==> src/rtl/ch5_pkg.sv <==
// ch5_pkg: direction encodings and Gray helper shared by the chapter-5 counters
package ch5_pkg;
  localparam logic DIR_UP = 1'b1;
  localparam logic DIR_DN = 1'b0;
  function automatic logic [31:0] bin2gray(input logic [31:0] b);
    return b ^ (b >> 1);
  endfunction
endpackage

==> src/rtl/mod_step_counter_if.sv <==
// mod_step_counter_if: control and status bundle of the modulo step counter
interface mod_step_counter_if #(parameter int WIDTH = 2, parameter int SHIFT = 1);
  logic en;
  logic dir;
  logic load;
  logic [WIDTH-1:0] load_val;
  logic [WIDTH+SHIFT-1:0] out;
  logic [WIDTH-1:0] gray;
  logic tc;
  logic wrap;
  modport master(output en, dir, load, load_val, input out, gray, tc, wrap);
  modport slave(input en, dir, load, load_val, output out, gray, tc, wrap);
endinterface

==> src/rtl/dff_en_srst.sv <==
// dff_en_srst: W-bit register with enable and synchronous active-low clear
module dff_en_srst #(parameter int W = 1) (
  input  logic         clk,
  input  logic         rst,
  input  logic         en,
  input  logic [W-1:0] d,
  output logic [W-1:0] q
);
  always_ff @(posedge clk)
    if (!rst) q <= '0;
    else if (en) q <= d;
endmodule

==> src/rtl/mod_step_counter.sv <==
// mod_step_counter: modulo-MOD up/down counter with load, terminal count, wrap pulse and Gray output
module mod_step_counter import ch5_pkg::*; #(
  parameter int WIDTH = 2,
  parameter int MOD   = 2**WIDTH,
  parameter int SHIFT = 1
) (
  input logic clk,
  input logic rst,
  mod_step_counter_if.slave bus
);
  if (MOD < 2 || MOD > 2**WIDTH) begin : g_bad_mod
    $error("mod_step_counter: MOD out of range");
  end
  localparam logic [WIDTH-1:0] MAXV = WIDTH'(MOD - 1);
  logic [WIDTH-1:0] count, count_nxt;
  logic wrap_nxt, at_max, at_zero;
  assign at_max  = count == MAXV;
  assign at_zero = count == '0;
  always_comb begin
    count_nxt = bus.load ? ((bus.load_val > MAXV) ? MAXV : bus.load_val) :
                (bus.dir == DIR_UP) ? (at_max ? '0 : count + WIDTH'(1)) :
                (at_zero ? MAXV : count - WIDTH'(1));
    wrap_nxt  = !bus.load && bus.en && ((bus.dir == DIR_UP) ? at_max : at_zero);
  end
  dff_en_srst #(.W(WIDTH)) u_count (
    .clk(clk), .rst(rst), .en(bus.load | bus.en), .d(count_nxt), .q(count)
  );
  dff_en_srst #(.W(1)) u_wrap (
    .clk(clk), .rst(rst), .en(1'b1), .d(wrap_nxt), .q(bus.wrap)
  );
  assign bus.out  = {count, {SHIFT{1'b0}}};
  assign bus.gray = WIDTH'(bin2gray(32'(count)));
  assign bus.tc   = (bus.dir == DIR_UP) ? at_max : at_zero;
endmodule

==> src/flat_wrapper.sv <==
// flat-port wrapper written by rule: the top's interface ports become plain ports
module mod_step_counter_flat import ch5_pkg::*;
#(
  parameter int WIDTH = 2,
  parameter int MOD   = 2**WIDTH,
  parameter int SHIFT = 1
)
  (clk, rst, bus_en, bus_dir, bus_load, bus_load_val, bus_out, bus_gray, bus_tc, bus_wrap);
  mod_step_counter_if #(.WIDTH(WIDTH), .SHIFT(SHIFT)) bus_i ();
  input logic clk;
  input logic rst;
  input wire logic [$bits(bus_i.en)-1:0] bus_en;
  input wire logic [$bits(bus_i.dir)-1:0] bus_dir;
  input wire logic [$bits(bus_i.load)-1:0] bus_load;
  input wire logic [$bits(bus_i.load_val)-1:0] bus_load_val;
  output wire logic [$bits(bus_i.out)-1:0] bus_out;
  output wire logic [$bits(bus_i.gray)-1:0] bus_gray;
  output wire logic [$bits(bus_i.tc)-1:0] bus_tc;
  output wire logic [$bits(bus_i.wrap)-1:0] bus_wrap;
  assign bus_i.en = bus_en;
  assign bus_i.dir = bus_dir;
  assign bus_i.load = bus_load;
  assign bus_i.load_val = bus_load_val;
  assign bus_out = bus_i.out;
  assign bus_gray = bus_i.gray;
  assign bus_tc = bus_i.tc;
  assign bus_wrap = bus_i.wrap;
  mod_step_counter #(.WIDTH(WIDTH), .MOD(MOD), .SHIFT(SHIFT)) u_core (.clk(clk), .rst(rst), .bus(bus_i));
endmodule
==> config.mk <==
export PLATFORM = sky130hd
export DESIGN_NAME = mod_step_counter_flat
export DESIGN_NICKNAME = d
export VERILOG_FILES = /design/src/rtl/ch5_pkg.sv /design/src/rtl/mod_step_counter_if.sv /design/src/rtl/dff_en_srst.sv /design/src/rtl/mod_step_counter.sv /design/src/flat_wrapper.sv
export SDC_FILE = /design/constraint.sdc
export NUM_CORES = 1
export LEC_CHECK = 0
export ABC_CLOCK_PERIOD_IN_PS = 1850
export CAP_MARGIN = 20
export CORE_AREA = 2 2 39 41
export DETAILED_ROUTE_END_ITERATION = 10
export DIE_AREA = 0 0 41 43
export SYNTH_ARGS = -nofsm -noshare
export SYNTH_HDL_FRONTEND = slang
export SYNTH_SLANG_ARGS = --single-unit
==> constraint.sdc <==
create_clock -name clk -period 1.85 [get_ports clk]
set_clock_uncertainty 0.05 [all_clocks]
set_input_delay 0.555 -clock clk [delete_from_list [all_inputs] [get_ports clk]]
set_output_delay 0.555 -clock clk [all_outputs]
set_load 0.01 [all_outputs]
## After elaboration in Yosys (flattened, before gate mapping)

Cells that the tools add are included.
Widths: inputs -> output; s select.

| storage, ports and cells | value |
|---|---|
| flip-flop bits (word level) | 3 |
| latch bits | 0 |
| RAM bits | 0 |
| bits in read-only memories | 0 |
| input port bits | 7 |
| memories kept | 0 |

| cells by class | value |
|---|---|
| add/sub/neg operators | 2 |
| $mul | 0 |
| div/mod/pow operators | 0 |
| $lt $le $gt $ge | 1 |
| eq/ne operators | 1 |
| shift operators | 0 |
| multiplexer cells | 6 |
| bitwise logic cells | 2 |
| reduce and logical (&&, ||, !) cells | 4 |

Operators with widths:

| operator | count |
|---|---|
| $mux 2 | 5 |
| $add 2x1->2 const B | 1 |
| $eq 2x2->1 const B | 1 |
| $gt 2x2->1 const B | 1 |
| $logic_and 1x1->1 | 2 |
| $logic_not 2->1 | 1 |
| $sub 2x1->2 const B | 1 |
| $xor 2x1->2 | 1 |
| $logic_not 1->1 | 1 |
| $mux 1 | 1 |
| $or 1x1->1 | 1 |

## Depth between registers and ports, before layout

Gate-level depths: netlist (run 1).

| logic depth | value |
|---|---|
| depth after elaboration | 4 |
| mapped depth | 5 |

## Cells and area by module

From an unflattened synthesis (run 1), not the netlist that was laid out.

| second synthesis, totals | value |
|---|---|
| cell total of the unflattened synthesis | 26 |
| area, all modules | 235.2 um^2 |

Modules (own cells, without submodules):

| module | instances | cells each | area an instance (um^2) | sequential area each (um^2) |
|---|---|---|---|---|
| mod_step_counter | 1 | 17 | 126.4 | 0.0 |
| dff_en_srst at u_core.u_count | 1 | 6 | 72.6 | 40.0 |
| dff_en_srst at u_core.u_wrap | 1 | 3 | 36.3 | 20.0 |

## Worst setup path after synthesis (run 1)

OpenSTA, ideal clock, no wires.

| path | value |
|---|---|
| path type | reg2out |
| from | register u_core.u_count.q[1] |
| to | output bus_tc |
| arrival time | 0.845 ns |
| data required time | 1.245 ns |
| path slack | 0.400 ns |
| stages on the path, launching flop included | 5 |
| path buffers | 0 |
| cell sequence | dfxtp_1 -> inv_1 -> ha_1 -> nand2b_4 -> nand2_1 |

| between the ends | value |
|---|---|
| longest elaborated chain between the ends | 2 |
| elaborated cells on any way between the ends | 3 |

Ends and longest elaborated chain:

| element | RTL line | source |
|---|---|---|
| start: declaration | dff_en_srst.sv:7 | `output logic [W-1:0] q` |
| start signal: assignment | dff_en_srst.sv:10 | `if (!rst) q <= '0;` |
| start signal: assignment | dff_en_srst.sv:11 | `else if (en) q <= d;` |
| $eq 2x2->1 or $logic_not 2->1 (tied branches) | mod_step_counter.sv:17, mod_step_counter.sv:18 |  |
| $mux 1 (*) | mod_step_counter.sv:33 | `assign bus.tc = (bus.dir == DIR_UP) ? at_max : at_zero;` |
| end: declaration | flat_wrapper.sv:18 | `output wire logic [$bits(bus_i.tc)-1:0] bus_tc;` |

Mark *: on every way between the ends. The rest lies on a longest branch, timed or not.

## Worst setup path after layout (run 1)

| path | value |
|---|---|
| from | input bus_dir |
| to | output bus_tc |

| between the ends | value |
|---|---|
| longest elaborated chain between the ends | 1 |

Ends and longest elaborated chain:

| element | RTL line | source |
|---|---|---|
| start: declaration | flat_wrapper.sv:13 | `input wire logic [$bits(bus_i.dir)-1:0] bus_dir;` |
| $mux 1 | mod_step_counter.sv:33 |  |

Every way passes these cells.

==> results.md, run 1 <==
- P_leak: 0.2174 nW
- CTS Hold Buffers Added: 0
- CTS tree: done
- Cell taking the most area after synthesis: sky130_fd_sc_hd__dfxtp_1
- Layout cells sized above 1: 0.2683
- Vertical die dimension: approximately 43 um
- Number of placement rows: 14
- Bufs on Longest Clock Path: 2
- Power density normalized to cell area: 715.7 nW/um^2
- Clock Latency Late Sink: 0.24 ns
- Net switching component of the power: 0.07535 mW
- Portion of total power attributed to combinational logic: 0.303
- Final net count: around 50
- CP Launch Point: bus_dir
- Worst IR drop on VDD: 0.2111 mV
- Maximum number of pins on one net before global-route repair: 5
- Post-Synthesis Mean Instance Area: 8.758 sq um
- Antenna cells: 0
- Number of synthesized register bits: 3
- Number of fillers in the final layout: 157
- Cell internal pwr: 0.2022 mW
- Count of cell types in the netlist: 17
- Kind of end point of the critical path: output pin
- Count of synthesis-stage warnings from yosys: 0
- Post-detailed-route count of antenna-violating nets: 0
- Core region area: between 1000 and 1500 sq um
- Via-to-Cell Ratio: 3.877
- WP data arrival: 1.18 ns
- Setup Viol. Count Final: 0
- Net count of the mapped netlist: 33
- Data required time of the critical path: 1.24 ns
- Post-synthesis instance area: 210.2 sq um
- Number of optimization iterations in the first detailed-route pass: 2
- Worst hold path class: register to register
- DR iter-0 viols: 1
- GR Overflow Total: 0
- Highest clock rate: about 560 MHz
- Hold Fails Final Rpt: 0
- Max-cap viol count: 0
- GRT Util Overall: 0.08300
- Worst reg2reg startpoint: u_core.u_count.q[0]$_SDFFE_PN0P_
- Relative contribution of the clock network to total power: 0.431
- Final core utilization: 0.2803
- Status: completed
- Layout area overhead: 84.52%
- Origin of the worst min-delay path: u_core.u_count.q[0]$_SDFFE_PN0P_
- Total detailed-routing wirelength: 482 um
- Unrepaired setup endpoints after global routing: no
- Post-detailed-route DRC marker count: 0
- Reg power frac: 0.266
- Drt wl/cell: 8.456 um
- I/O Pins: 14
- Part of the Yosys area used for sequential elements: 0.2857
- Overall die area: roughly 1800 sq um
- Cell chosen for the clock root: sky130_fd_sc_hd__clkbuf_4
- X dimension of the die: 41 um
- TritonCTS sink count: 3
- Crit-path max FO: 4
- Startpoint type of the worst setup path: input port
- Top post-synthesis cells by area: sky130_fd_sc_hd__dfxtp_1 29%, sky130_fd_sc_hd__ha_1 12%, sky130_fd_sc_hd__buf_4 7.1%
- Proportion of total power due to net switching: 0.2714
- TritonCTS Buffers: 3
- Critical Setup Path Class: input port to output pin
- Tmin final: 1.789 ns
- Number of cells produced by synthesis: 24
- Routed vias: 221
- H-Tree Level Count: 1
- Initial Util: 0.1519
- Worst-path cell with the longest stage delay: sky130_fd_sc_hd__dlygate4sd2_1
- Fin. max-slew vios: 0
- IO buf count: 12
- Ordered list of cells on the worst path: dlygate4sd2_1, nand2b_4, nand2_1, buf_2
- Global-route wire length before repair: 855 um
- Ratio of final minimum period to clock period: 0.9669
- Total Neg Setup Slack: 0 ns
- Number of antenna violations at the first check in global routing: 0
- Vias in the first global route: about 220
- Slowest Stage Delay on Critical Path: 0.27 ns
- Top cell type's share of synthesized area: 0.2857
- Gpl congestion: 0.6850
- Clock-pin slew on the worst setup and hold paths: ~0.040 ns
- Total half-perimeter wirelength after legalization and detailed placement: roughly 410 um
-- state kept, by name, indices dropped and copies added (netlist names) --
register,flops
u_core.u_wrap.q,1
u_core.u_count.q,2
-- placed cells by master (no fill, tap or decap) --
master and count:
sky130_fd_sc_hd__mux2i_1 1, sky130_fd_sc_hd__clkbuf_4 3, sky130_fd_sc_hd__buf_4 3, sky130_fd_sc_hd__and3_1 1, sky130_fd_sc_hd__ha_1 2, sky130_fd_sc_hd__o311ai_0 1
sky130_fd_sc_hd__dfxtp_1 1, sky130_fd_sc_hd__nor2b_1 1, sky130_fd_sc_hd__a21oi_2 1, sky130_fd_sc_hd__nand2b_4 1, sky130_fd_sc_hd__nand2_1 2, sky130_fd_sc_hd__nand2b_1 1
sky130_fd_sc_hd__xnor2_1 1, sky130_fd_sc_hd__a22o_1 1, sky130_fd_sc_hd__conb_1 1, sky130_fd_sc_hd__inv_1 3, sky130_fd_sc_hd__buf_2 1, sky130_fd_sc_hd__clkdlybuf4s50_1 6
sky130_fd_sc_hd__dlymetal6s2s_1 3, sky130_fd_sc_hd__dfxtp_2 2, sky130_fd_sc_hd__clkbuf_1 1, sky130_fd_sc_hd__clkdlybuf4s15_1 1, sky130_fd_sc_hd__a21oi_1 1, sky130_fd_sc_hd__o21ai_0 1
sky130_fd_sc_hd__dlygate4sd2_1 1
-- per-stage QoR --
stage / cells / cell area [sq um] / worst slack, ns / power [mW] / hold WS (ns)
after floorplan: 24 / 210.2 / 0.3996 / 0.1166 / 0.5437
after detailed placement: 53 / 357.8 / -0.5767 / 0.1663 / 0.5924
final: 57 / 387.9 / 0.06133 / 0.2776 / 0.5522
after global placement: 53 / 357.8 / -0.5538 / 0.1661 / 0.5994
after global routing: 57 / 387.9 / 0.01352 / 0.3039 / 0.5721
after CTS: 57 / 377.9 / 0.004706 / 0.2865 / 0.5546
-- synth_stat cells, drive strengths merged --
library cell  count
mux2i             1
o21ai             1
inv               3
buf               2
conb              1
o311ai            1
dfxtp             3
ha                2
a22o              1
a21oi             2
and3              1
nand2b            2
nand2             2
nor2b             1
xnor2             1
-- power groups by stage --
| stage | clock (mW) | combinational (mW) | sequential [mW] |
|---|---|---|---|
| 3_5_place_dp | 0 | 0.0922 | 0.0741 |
| 5_1_grt | 0.136 | 0.0934 | 0.0746 |
| 3_3_place_gp | 0 | 0.0919 | 0.0742 |
| 2_1_floorplan | 0 | 0.0397 | 0.0768 |
| 4_1_cts | 0.127 | 0.0865 | 0.0735 |
| 6_report | 0.120 | 0.0842 | 0.0738 |
-- per-layer routing --
layer	global-route usage	part of all wire	up-vias
met5	0	0	-
met4	0.08000	0.044	0
met3	0.06283	0.12	5
met2	0.1125	0.50	10
met1	0.07302	0.33	96
li1	-	-	110
-- cells by family after synthesis --
| group | share of synthesized area |
|---|---|
| compound gates | 0.1726 |
| xor+xnor | 0.04167 |
| fa+ha+maj | 0.1190 |
| buf+inv | 0.1250 |
| flops | 0.2857 |
| mux | 0.04762 |
| other cells | 0.01784 |
| simple gates | 0.1905 |
-- worst paths after layout --
path / end / slack [ns] / cells after the start
worst max-delay path: bus_tc / 0.06 / 4
worst min-delay path: u_core.u_count.q[0]$_SDFFE_PN0P_ / 0.55 / 2
worst max register to register: u_core.u_count.q[1]$_SDFFE_PN0P_ / 0.56 / 6
worst min register to register: u_core.u_count.q[0]$_SDFFE_PN0P_ / 0.55 / 2
-- critical path: cells and delay by family --
family,cells,cell delay [ns]
buffers and inverters,2,0.40
AND/OR/NAND/NOR,2,0.22
-- layout make-up --
type / instances / area (sq um) / area share
sequential: 3 / 62.56 / 0.1613
tap: 16 / 20.02 / 0.05161
timing repair buffer: 15 / 143.9 / 0.3710
clock buffer: 4 / 26.28 / 0.06774
multi-input combinational: 16 / 123.9 / 0.3194
inverter: 3 / 11.26 / 0.02903
-- timing repair --
item,in CTS,in global routing
endpoints found under the setup margin,3,4
setup buffers,0,0
resized for setup,7,5
pin swaps,0,0
Power figures use the tool's default switching activity.
==> run 2: changes to the inputs <==
Settings changed: GPL_ROUTABILITY_DRIVEN set to 0, SYNTH_HIERARCHICAL set to 1.
==> run 2 against run 1 <==
Effect of this change:
- utilization increased by 3.1 points
- maximum frequency fell by 0.33%
- wire length rose by 4.1%
- via count decreased by 4.1%
- first-iteration DRC count is the same
- setup slack worse by 0.0060 ns
- critical endpoint unchanged
- largest cell class unchanged
- largest power group unchanged
==> results.md, run 2 <==
- CTS tree: done
- Portion of total power attributed to combinational logic: 0.352
- H-Tree Level Count: 1
- Worst IR drop on VDD: 0.2444 mV
- Post-detailed-route DRC marker count: 0
- GRT Util Overall: 0.07315
- Maximum number of pins on one net before global-route repair: 6
- Count of synthesis-stage warnings from yosys: 6
- Overall die area: 1763 sq um
- TritonCTS Buffers: 3
- Post-Synthesis Mean Instance Area: 9.047 sq um
- TritonCTS sink count: 3
- DR iter-0 viols: 1
- Number of optimization iterations in the first detailed-route pass: 2
- Post-CTS setup buffers: 0
- Routed vias: between 200 and 250
- Crit-path max FO: 2
- Kind of end point of the critical path: output pin
- Top cell type's share of synthesized area: 0.2553
- Status: completed
- Fraction of registers with async set/reset: 0
- Total Neg Setup Slack: 0 ns
- Synth top cells by count: 4 x sky130_fd_sc_hd__nor2b_1, 3 x sky130_fd_sc_hd__dfxtp_1, 3 x sky130_fd_sc_hd__mux2i_1
- X dimension of the die: slightly above 40 um
- Number of enable flip-flop cells after synthesis: 0
- Clock Latency Late Sink: ~0.22 ns
- Top post-synthesis cells by area: sky130_fd_sc_hd__dfxtp_1 26%, sky130_fd_sc_hd__mux2i_1 13%, sky130_fd_sc_hd__ha_1 11%
- Cell internal pwr: approximately 0.21 mW
- Bufs on Longest Clock Path: 2
- Vertical die dimension: between 40 and 50 um
- Flip-flop count of the largest register after layout: 2
- Tmin final: 1.795 ns
- Cell taking the most area after synthesis: sky130_fd_sc_hd__dfxtp_1
- CTS Hold Buffers Added: 0
- Hold Fails Final Rpt: 0
- Unrepaired setup endpoints after global routing: no
- Power density normalized to cell area: 659.7 nW/um^2
- Core region area: 1384 sq um
- Fin. max-slew vios: 0
- Final net count: 54
- Most frequent cell after synthesis: sky130_fd_sc_hd__nor2b_1
- Vias in the first global route: 214
- Highest clock rate: roughly 560 MHz
- Number of placement rows: 14
- Ratio of final minimum period to clock period: 0.9701
- Number of synthesized register bits: 3
- Layout area overhead: 82.98%
- Commonest non-fill, non-tap cell in the layout: sky130_fd_sc_hd__clkdlybuf4s50_1
- Proportion of total power due to net switching: 0.2449
- Clock-pin slew on the worst setup and hold paths: 0.03 ns
- Initial Util: 0.1700
- Net count of the mapped netlist: 35
- Number of antenna violations at the first check in global routing: 0
- Highest-count cells in the layout ignoring fill and taps: 6 x sky130_fd_sc_hd__clkdlybuf4s50_1, 4 x sky130_fd_sc_hd__buf_4, 4 x sky130_fd_sc_hd__nor2b_1
- Number of cells produced by synthesis: 26
- I/O Pins: 14
- WP data arrival: between 1 and 1.5 ns
- Most instantiated flip-flop cell in the synthesis netlist: sky130_fd_sc_hd__dfxtp_1
- Post-detailed-route count of antenna-violating nets: 0
- Data required time of the critical path: 1.24 ns
- Post-synthesis instance area: 235.2 sq um
- Critical Setup Path Class: input port to output pin
- Antenna cells: 0
- Relative contribution of the clock network to total power: 0.385
- Total detailed-routing wirelength: 502 um
- Via-to-Cell Ratio: 3.533
- Drt wl/cell: roughly 8.4 um
- Startpoint type of the worst setup path: input port
- Setup Viol. Count Final: 0
- P_leak: 0.2396 nW
- Cell chosen for the clock root: sky130_fd_sc_hd__clkbuf_4
- Total half-perimeter wirelength after legalization and detailed placement: approximately 410 um
- Overall power of the completed layout: 0.2839 mW
- Part of the Yosys area used for sequential elements: 0.2553
- Max-cap viol count: 0
- Largest reg by FF count: u_core/u_count/q
- IO buf count: 12
- Net switching component of the power: 0.06954 mW
- Layout cells sized above 1: 0.3182
- Global-route wire length before repair: 793 um
- GR Overflow Total: 0
- Count of cell types in the netlist: 15
- Reg power frac: 0.263
- Worst hold path class: register to register
- Largest registers: u_core/u_count/q x2, u_core/u_wrap/q x1
==> run 2: cell types whose count changed in the layout (fill, tap and decap cells not counted), sizes merged, moves of 2 or more <==
cell / change
mux2i: +2
a21oi: -2
nand2b: -2
mux2: +2
nor2b: +3
==> run 2: power by group through the flow <==
stage	clock [mW]	sequential [mW]	combinational, mW
final	0.109	0.0747	0.100
after global routing	0.122	0.0756	0.113
after CTS	0.119	0.0742	0.101
after detailed placement	0	0.0748	0.104
after global placement	0	0.0747	0.103
after floorplan	0	0.0783	0.0448
==> run 2: logic make-up (layout without fill, tap and decap cells) <==
family | count (synthesis) | in the layout | synth area share
multiplexers | 5 | 5 | 0.2393
XOR/XNOR | 1 | 1 | 0.03724
buffers and inverters | 4 | 22 | 0.09574
flip-flops | 3 | 3 | 0.2553
adder cells (fa/ha/maj) | 2 | 2 | 0.1064
other | 2 | 2 | 0.03193
AND/OR/NAND/NOR | 7 | 7 | 0.1862
AO/OA/AOI/OAI | 2 | 2 | 0.04787
==> run 2: critical path: stages <==
cell and delay, ns:
sky130_fd_sc_hd__clkdlybuf4s15_1 0.20, sky130_fd_sc_hd__mux2_4 0.31, sky130_fd_sc_hd__buf_6 0.12
==> run 2: worst paths after layout <==
| check | from | to | slack, ns | cells after the start |
|---|---|---|---|---|
| setup / recovery | bus_dir | bus_tc | 0.06 | 3 |
| hold / removal | u_core/u_count/q[0]$_SDFFE_PN0P_ | u_core/u_count/q[0]$_SDFFE_PN0P_ | 0.51 | 2 |
| setup reg to reg | u_core/u_count/q[0]$_SDFFE_PN0P_ | u_core/u_count/q[1]$_SDFFE_PN0P_ | 0.41 | 7 |
| hold reg to reg | u_core/u_count/q[0]$_SDFFE_PN0P_ | u_core/u_count/q[0]$_SDFFE_PN0P_ | 0.51 | 2 |
==> run 2: layer usage <==
layer  up-vias  global-route usage  wire [um]  share of wire
met1        83             0.07987        218           0.43
met5         -                   0          0              0
met4         0             0.06000          4         0.0080
met2        10             0.09375        220           0.44
met3         2             0.04712         58           0.12
li1        117                   -          -              -
==> run 2: metrics by stage <==
| step | util | std cells | setup slack, ns | hold slack, ns | instance area [sq um] |
|---|---|---|---|---|---|
| after floorplan | - | 26 | 0.2842 | 0.5257 | 235.2 |
| after global placement | 0.2821 | 56 | -0.5859 | 0.5099 | 390.4 |
| after detailed placement | 0.2821 | 56 | -0.5941 | 0.5272 | 390.4 |
| after CTS | 0.3011 | 60 | 0.003641 | 0.5165 | 416.7 |
| after global routing | 0.3110 | 60 | 0.01297 | 0.5503 | 430.4 |
| final | 0.3110 | 60 | 0.05536 | 0.5092 | 430.4 |
==> run 2: repair_timing <==
action                                 in CTS  in global routing
cloned                                      0                  0
setup endpoints to repair                   3                  5
endpoints found under the hold margin       0                  0
gates resized for setup                     8                  7
==> run 2: final cells by class <==
type                    instances  area [sq um]
clock buffers                   4         26.28
fillers                       154         953.4
inverters                       2         7.507
multi-input cells              19         155.1
flip-flops and latches          3         62.56
well taps                      16         20.02
repair buffers                 16         158.9
==> run 3: changes to the inputs <==
Settings changed: CTS_CLUSTER_SIZE set to 14, PLACE_DENSITY set to 0.42, SYNTH_HIERARCHICAL 1 to unset.
==> run 3 against run 2 <==
Effect of this change:
- maximum frequency grew 0.94%
- critical path depth grew 1
- worst hold slack gained 0.10 ns
- wire length grew 1.4%
==> results.md, run 3 (synthesis gave the netlist of run 1 again) <==
- Number of placement rows: 14
- Status: completed
- Final net count: 52
- Vertical die dimension: 43 um
- Final Instance Area: 384.1 sq um
- Worst-path cell with the longest stage delay: sky130_fd_sc_hd__dlygate4sd2_1
- TritonCTS Buffers: 3
- Clock Latency Late Sink: 0.24 ns
- Ratio of final minimum period to clock period: 0.9610
- Number of antenna violations at the first check in global routing: 0
- Critical Setup Path Class: input port to output pin
- Largest registers: u_core.u_count.q x2, u_core.u_wrap.q x1
- CTS Hold Buffers Added: 0
- Antenna cells: 0
- Global-route wire length before repair: roughly 770 um
- Worst hold path class: register to register
- Tmin final: approximately 1.8 ns
- GRT Util Overall: 0.07315
- Fin. max-slew vios: 0
- Commonest non-fill, non-tap cell in the layout: sky130_fd_sc_hd__clkdlybuf4s50_1
- Worst hold slack: approximately 0.61 ns
- Layout area overhead: 82.74%
- Worst setup slack after layout: 0.07215 ns
- Cell area after placement: 365.4 sq um
- Data required time of the critical path: 1.24 ns
- Worst-case setup slack after placement: -0.5351 ns
- Core region area: 1384 sq um
- Post-detailed-route count of antenna-violating nets: 0
- Largest reg by FF count: u_core.u_count.q
- Post-detailed-route DRC marker count: 0
- Maximum number of pins on one net before global-route repair: 5
- Flip-flop count of the largest register after layout: 2
- CTS tree: done
- Worst IR drop on VDD: between 0.1 and 0.15 mV
- H-Tree Level Count: 1
- DR iter-0 viols: 2
- X dimension of the die: 41 um
- GR Overflow Total: 0
- Hold Fails Final Rpt: 0
- Via-to-Cell Ratio: 4.000
- Clock-pin slew on the worst setup and hold paths: 0.04 ns
- Max-cap viol count: 0
- Highest-count cells in the layout ignoring fill and taps: 6 x sky130_fd_sc_hd__clkdlybuf4s50_1, 4 x sky130_fd_sc_hd__dlygate4sd2_1, 4 x sky130_fd_sc_hd__buf_4, 3 x sky130_fd_sc_hd__inv_1, 3 x sky130_fd_sc_hd__clkbuf_4
- Drt wl/cell: 8.776 um
- Post-CTS setup buffers: 0
- Unrepaired setup endpoints after global routing: no
- Final core utilization: 0.2776
- Initial Util: 0.1519
- Routed vias: ~230
- Setup Viol. Count Final: 0
- Bufs on Longest Clock Path: 2
- IO buf count: 12
- WP data arrival: 1.17 ns
- Slowest Stage Delay on Critical Path: around 0.26 ns
- Crit-path max FO: 3
- Kind of end point of the critical path: output pin
- Ordered list of cells on the worst path: dlygate4sd2_1, nand2b_4, nand2_1, buf_2
- I/O Pins: 14
- Highest clock rate: about 560 MHz
- TritonCTS sink count: 3
- Layout cells sized above 1: 0.2857
- P_leak: 0.1904 nW
- Cell chosen for the clock root: sky130_fd_sc_hd__clkbuf_4
- Power density normalized to cell area: 729.6 nW/um^2
- Vias in the first global route: 211
- Total detailed-routing wirelength: 509 um
- Overall die area: 1763 sq um
- Number of optimization iterations in the first detailed-route pass: 2
- Startpoint type of the worst setup path: input port
## run 3: power by group
| group | leakage [nW] | total, mW | internal, mW | switching (mW) |
|---|---|---|---|---|
| combinational | 0.150 | 0.0842 | 0.0495 | 0.0346 |
| sequential | 0.0253 | 0.0735 | 0.0703 | 0.00320 |
| clock | 0.0150 | 0.123 | 0.0813 | 0.0412 |
| total | 0.190 | 0.280 | 0.201 | 0.0791 |
## run 3: repair_timing
| action | in CTS | in global routing |
|---|---|---|
| pin swaps | 0 | 0 |
| gates resized for setup | 9 | 3 |
| gates cloned | 0 | 0 |
| setup endpoints to repair | 5 | 1 |
## run 3: layer usage
metal | track usage | up-vias | part of all wire | wire length [um]
met2 | 0.1063 | 9 | 0.51 | 258
met1 | 0.05751 | 106 | 0.32 | 165
met5 | 0 | - | 0 | 0
li1 | - | 113 | - | -
met4 | 0.1000 | 0 | 0.057 | 29
met3 | 0.03141 | 4 | 0.11 | 55
## run 3: per-stage QoR
| step | cells | TNS (ns) | power, mW |
|---|---|---|---|
| 6_report | 58 | 0 | 0.2802 |
| 5_1_grt | 58 | 0 | 0.2986 |
| 4_1_cts | 58 | 0 | 0.2828 |
| 3_5_place_dp | 54 | -0.5351 | 0.1679 |
| 3_3_place_gp | 54 | -0.5243 | 0.1689 |
| 2_1_floorplan | 24 | 0 | 0.1166 |
## run 3: layout make-up
class	count	area, sq um
sequential	3	62.56
fill	150	999.7
inverter	3	11.26
tap	16	20.02
clock buffer	4	26.28
timing repair buffer	16	140.1
multi-input combinational	16	123.9
## run 3: worst max-delay path, delay by kind of cell
family | cells | cell delay (ns)
buf+inv | 2 | 0.39
simple gates | 2 | 0.23
## run 3: worst paths after layout
check	cells after the start	start	end	slack (ns)
max	4	bus_dir	bus_tc	0.07
min	3	u_core.u_count.q[1]$_SDFFE_PN0P_	u_core.u_count.q[1]$_SDFFE_PN0P_	0.61
max reg2reg	6	u_core.u_count.q[1]$_SDFFE_PN0P_	u_core.u_count.q[1]$_SDFFE_PN0P_	0.56
min reg2reg	3	u_core.u_count.q[1]$_SDFFE_PN0P_	u_core.u_count.q[1]$_SDFFE_PN0P_	0.61
